[config.mk]
export PLATFORM = sky130hd
export DESIGN_NAME = correlator_sequencer
export DESIGN_NICKNAME = d
export VERILOG_FILES = /design/src/rtl/correlator_sequencer.sv
export SDC_FILE = /design/constraint.sdc
export NUM_CORES = 1
export LEC_CHECK = 0
export ABC_AREA = 1
export CELL_PAD_IN_SITES_DETAIL_PLACEMENT = 0
export CELL_PAD_IN_SITES_GLOBAL_PLACEMENT = 1
export CORE_ASPECT_RATIO = 1.25
export CORE_MARGIN = 2
export CORE_UTILIZATION = 34
export CTS_BUF_LIST = sky130_fd_sc_hd__clkbuf_8 sky130_fd_sc_hd__clkbuf_16
export DETAILED_ROUTE_END_ITERATION = 12
export PLACE_DENSITY = 0.88
export SYNTH_ARGS = -nofsm -noshare
export SYNTH_HDL_FRONTEND = slang
export SYNTH_SLANG_ARGS = --single-unit
[constraint.sdc]
create_clock -name clk -period 2.9 [get_ports clk]
set_input_delay 0.29 -clock clk [delete_from_list [all_inputs] [get_ports clk]]
set_output_delay 0.29 -clock clk [all_outputs]
set_load 0.01 [all_outputs]
[src/rtl/correlator_sequencer.sv]
// Sequencer that turns a stream of hit addresses into CLEAR/ACCUM/FINISH commands
// for the correlator block, waits for its best-sum result and holds it for a consumer.
module correlator_sequencer #(
  parameter int TIMEOUT  = 64,
  parameter int MAX_HITS = 48
) (
  input  logic        clk,
  input  logic        arst_n,
  input  logic        hit_valid,
  output logic        hit_ready,
  input  logic [5:0]  hit_addr,
  input  logic        hit_last,
  output logic [1:0]  cmd_o,
  output logic [5:0]  addr_o,
  input  logic [26:0] max_sum_i,
  input  logic [7:0]  max_sumid_i,
  input  logic        max_sum_valid_i,
  output logic        res_valid,
  input  logic        res_ready,
  output logic [26:0] res_sum,
  output logic [7:0]  res_id,
  output logic [5:0]  res_nhits,
  output logic [1:0]  res_flags,
  output logic        busy,
  output logic [15:0] evt_count
);

  localparam int          TW      = $clog2(TIMEOUT + 1);
  localparam logic [5:0]  MAX_CNT = 6'(MAX_HITS);

  typedef enum logic [2:0] {
    S_IDLE, S_CLEAR, S_ACCUM, S_FINISH, S_WAIT, S_HOLD
  } state_t;

  typedef enum logic [1:0] {
    CMD_NOP    = 2'b00,
    CMD_CLEAR  = 2'b01,
    CMD_ACCUM  = 2'b10,
    CMD_FINISH = 2'b11
  } cmd_t;

  state_t        state, state_next;
  cmd_t          cmd_d;
  logic          rst_meta, rst_n;
  logic          transfer, issue;
  logic [5:0]    hit_cnt;
  logic [TW-1:0] tcnt;

  // NOTE: reset asserts asynchronously but releases through two flops, so every
  // downstream flop leaves reset on the same clean edge.
  always_ff @(posedge clk or negedge arst_n) begin
    if (!arst_n) {rst_n, rst_meta} <= 2'b00;
    else         {rst_n, rst_meta} <= {rst_meta, 1'b1};
  end

  // NOTE: sequential state only ever uses <=, so every flop samples pre-edge values.
  always_ff @(posedge clk or negedge rst_n) begin
    if (!rst_n) state <= S_IDLE;
    else        state <= state_next;
  end

  assign transfer = hit_valid && hit_ready;
  assign issue    = transfer && (hit_cnt < MAX_CNT);

  // NOTE: each combinational block assigns a default first so no path infers a latch.
  always_comb begin
    state_next = state;
    case (state)
      S_IDLE:   if (hit_valid) state_next = S_CLEAR;
      S_CLEAR:  state_next = S_ACCUM;
      S_ACCUM:  if (transfer && hit_last) state_next = S_FINISH;
      S_FINISH: state_next = S_WAIT;
      S_WAIT:   if (max_sum_valid_i || tcnt == '0) state_next = S_HOLD;
      S_HOLD:   if (res_ready) state_next = S_IDLE;
      default:  state_next = S_IDLE;
    endcase
  end

  // Commands are registered, so each one appears on cmd_o the cycle after the
  // state that produced it; this keeps the last ACCUM ahead of FINISH.
  always_comb begin
    hit_ready = 1'b0;
    res_valid = 1'b0;
    busy      = (state != S_IDLE);
    cmd_d     = CMD_NOP;
    case (state)
      S_CLEAR:  cmd_d = CMD_CLEAR;
      S_ACCUM: begin
        hit_ready = 1'b1;
        if (issue) cmd_d = CMD_ACCUM;
      end
      S_FINISH: cmd_d = CMD_FINISH;
      S_HOLD:   res_valid = 1'b1;
      default:  cmd_d = CMD_NOP;
    endcase
  end

  always_ff @(posedge clk or negedge rst_n) begin
    if (!rst_n) begin
      cmd_o     <= CMD_NOP;
      addr_o    <= '0;
      hit_cnt   <= '0;
      res_flags <= '0;
      tcnt      <= '0;
      res_sum   <= '0;
      res_id    <= '0;
      evt_count <= '0;
    end else begin
      cmd_o <= cmd_d;
      if (issue) addr_o <= hit_addr;
      case (state)
        S_CLEAR: begin
          hit_cnt   <= '0;
          res_flags <= '0;
        end
        S_ACCUM: begin
          if (issue)         hit_cnt      <= hit_cnt + 6'd1;
          else if (transfer) res_flags[1] <= 1'b1;
        end
        S_FINISH: tcnt <= TW'(TIMEOUT);
        S_WAIT: begin
          if (tcnt != '0) tcnt <= tcnt - 1'b1;
          // A strobe arriving on the expiry cycle still wins over the timeout.
          if (max_sum_valid_i) begin
            res_sum <= max_sum_i;
            res_id  <= max_sumid_i;
          end else if (tcnt == '0) begin
            res_sum      <= '0;
            res_id       <= 8'hFF;
            res_flags[0] <= 1'b1;
          end
        end
        S_HOLD: if (res_ready) evt_count <= evt_count + 16'd1;
        default: ;
      endcase
    end
  end

  assign res_nhits = hit_cnt;

endmodule

==> metrics.cfg <==
[setup_path]
worstPathMaxFanout=8
reg2reg_slack_ns=1.14
cp.arrival_ns=1.74
cp_top_family=buffers and inverters
slowest_stage=clkdlybuf4s50_1
crit_required_ns=2.61
worstSetupPathType=reg2out
critPathBufInv=3
path_cells=inv_2, nand3_4, clkinv_4, clkdlybuf4s50_1
cp_slowest_stage_delay_ns=0.54
cp-end-kind=primary output
critPathLaunchType=flop

[power]
p_leak_nw=2.52
intPower_mw=3.19
power_switching_mw=1.70
power_mw=4.89
p_sw_frac=0.347
p_seq_frac=0.361
combPwrFrac=0.390
ir_drop_uv=406
p_per_area_nw_per_um2=912
power_frac_clock=0.249

[sta]
min_period_over_period=0.701
final_hold_viol_count=0
tns_ns=0
max_freq_mhz=492
tightest_slew_ns=1.01
max_slew_margin=0.324
rsz0062_at_grt=false
finalCriticalPeriod_ns=2.03
finalSetupViolCount=0
drv_slew=0
fin_skew_ns=0.00579

[finish]
fin_nets=607
syn2layout_area_growth_pct=41.0
fill_cells=1026
diodes=0
drive_gt1_frac=0.0963

[cts]
post-cts-setup-buffers=0
cts-buffers-inserted=9
clkSinkCount=79
htree_levels=3
cts-root-buf=clkbuf_16
cts_tree=yes
cts_resized=0
clk_pin_slew_ns=0.06
cts_buffer_depth=2
clk_latency_ns=0.34
cts.hold.buffers_added=0

[routing]
routed_via_density=4.66
detail-route-antenna-nets=0
drc=0
post_drt_wl_per_cell_um=13.3
drt_wl_total_mm=9.23
drt_iter0_drc=125
dr.pass1.iters=5
num_vias=3241

[grt]
grt_overflow_total=0
grt.total_usage=0.158
grt_first_pass_wirelength_mm=15.3
grt_pass1_vias=3170
antenna_found_initial=0
grt_max_degree=78

[die]
core_area_sq_um=11000
rows=43
start_util=0.345
die_area_sq_um=12100
die_w_um=98.6
pin_count=117
die_h_um=122

[synthesis]
avgSynthCellArea_sq_um=8.64
syn_area_sq_um=3800
post_synth_num_cell_types=35
syn-num-nets=491
yosysWarnings=0
yosysSeqAreaShare=0.520
netlist_instances=440
yosys.area.top_type_share=0.520
synth_top_area_cell=dfrtp_1
ys_ff_latch=79
netlist_top_cells_area=dfrtp_1 52%, nand2_1 14%, nand3_1 5.8%, inv_1 3.8%, nor2_1 3.6%

[place]
dp_hpwl_mm=6.61
gp_congestion=0.777
io_buffer_count=116

[status]
status=finished clean

[hold_path]
holdCritPathClass=in2async

[flow_run]
cap_violations=0

[synthesized netlist by cell type]
master and number:
nor2_2 3, ha_1 4, conb_1 1, nand2_1 141, a31o_2 1, a21oi_1 12
xnor2_1 2, nor2_4 3, xor2_1 9, nand3_2 1, dfrtp_1 79, nand4_1 6
o21ai_0 12, nand3_1 44, o22ai_1 1, buf_6 5, nor2_1 36, o21ai_1 1
nand2_4 2, mux2i_4 1, clkbuf_8 2, nand3b_1 3, nand4_4 1, clkinv_4 1
inv_2 4, inv_4 1, clkbuf_1 2, nor3_2 1, buf_2 3, nand3_4 3
o21ai_2 8, inv_1 39, or2_2 1, nand2_2 5, nor3_1 2
[area by class of cell]
type,count,area [sq um],share of cell area
flip-flops and latches,79,1980,0.369
multi-input cells,304,1540,0.288
repair buffers,117,1170,0.218
clock buffers,10,239,0.0446
inverters,45,176,0.0329
well taps,135,169,0.0315
clock inverters,6,83.8,0.0156
[cell families after synthesis]
family                   count (synthesis)  share of synthesized area
buffers and inverters                   57                     0.0743
AND/OR/NAND/NOR                        252                      0.305
multiplexers                             1                    0.00592
other                                    1                   0.000986
XOR/XNOR                                11                     0.0253
AO/OA/AOI/OAI                           35                     0.0553
adder cells (fa/ha/maj)                  4                     0.0132
flip-flops                              79                      0.520
[metrics by stage]
| stage | worst slack, ns | instance area, sq um | hold slack (ns) | std cells | utilization |
|---|---|---|---|---|---|
| 2_1_floorplan | 0.537 | 3800 | -0.00559 | 440 | - |
| 3_3_place_gp | 1.19 | 5040 | 0.341 | 680 | 0.457 |
| 3_5_place_dp | 1.13 | 5040 | 0.344 | 680 | 0.457 |
| 4_1_cts | 0.835 | 5360 | 0.107 | 696 | 0.486 |
| 5_1_grt | 0.794 | 5360 | 0.105 | 696 | 0.486 |
| 6_report | 0.867 | 5360 | 0.111 | 696 | 0.486 |
[final timing paths]
check | startpoint | endpoint | depth (start not counted)
min in group clk | rst_meta | rst_n | 0
hold reg to reg | rst_meta | rst_n | 0
setup / recovery | state[0] | hit_ready | 4
setup reg to reg | state[0] | res_id[0] | 6
max in group asynchronous | rst_n | addr_o[1] | 0
hold / removal | arst_n | rst_n | 1
[flip-flops by register name, indices dropped and copies added (netlist names)]
name       cells
res_nhits      6
addr_o         6
state          3
tcnt           7
cmd_o          2
rst_meta       1
rst_n          1
res_sum       27
res_id         8
res_flags      2
evt_count     16
[power groups by stage]
stage	logic [mW]	registers, mW	clock network [mW]
2_1_floorplan	0.958	1.86	0
3_3_place_gp	1.89	1.77	0
3_5_place_dp	1.92	1.78	0
4_1_cts	1.93	1.77	1.25
5_1_grt	2.11	1.83	1.29
6_report	1.91	1.77	1.22
[cell usage in the layout (no fill, tap or decap), drive strengths merged, types with 3 or more instances in the layout]
master	netlist	final
nand2	148	148
clkdlybuf4s50	0	116
dfrtp	79	79
nand3	48	48
inv	44	44
nor2	42	42
o21ai	21	21
a21oi	12	12
clkbuf	4	10
xor2	9	9
nand4	7	7
clkinv	1	5
ha	4	4
nand3b	3	3
nor3	3	3
[metal layers]
layer	vias up	GRT usage	part of all wire	wire length, um
li1	1631	-	-	-
met1	1528	0.200	0.42	3920
met2	71	0.270	0.52	4760
met3	11	0.0336	0.042	389
met4	0	0.0591	0.017	159
met5	-	0	0	0
No activity file was read; power rests on OpenSTA's default activity.
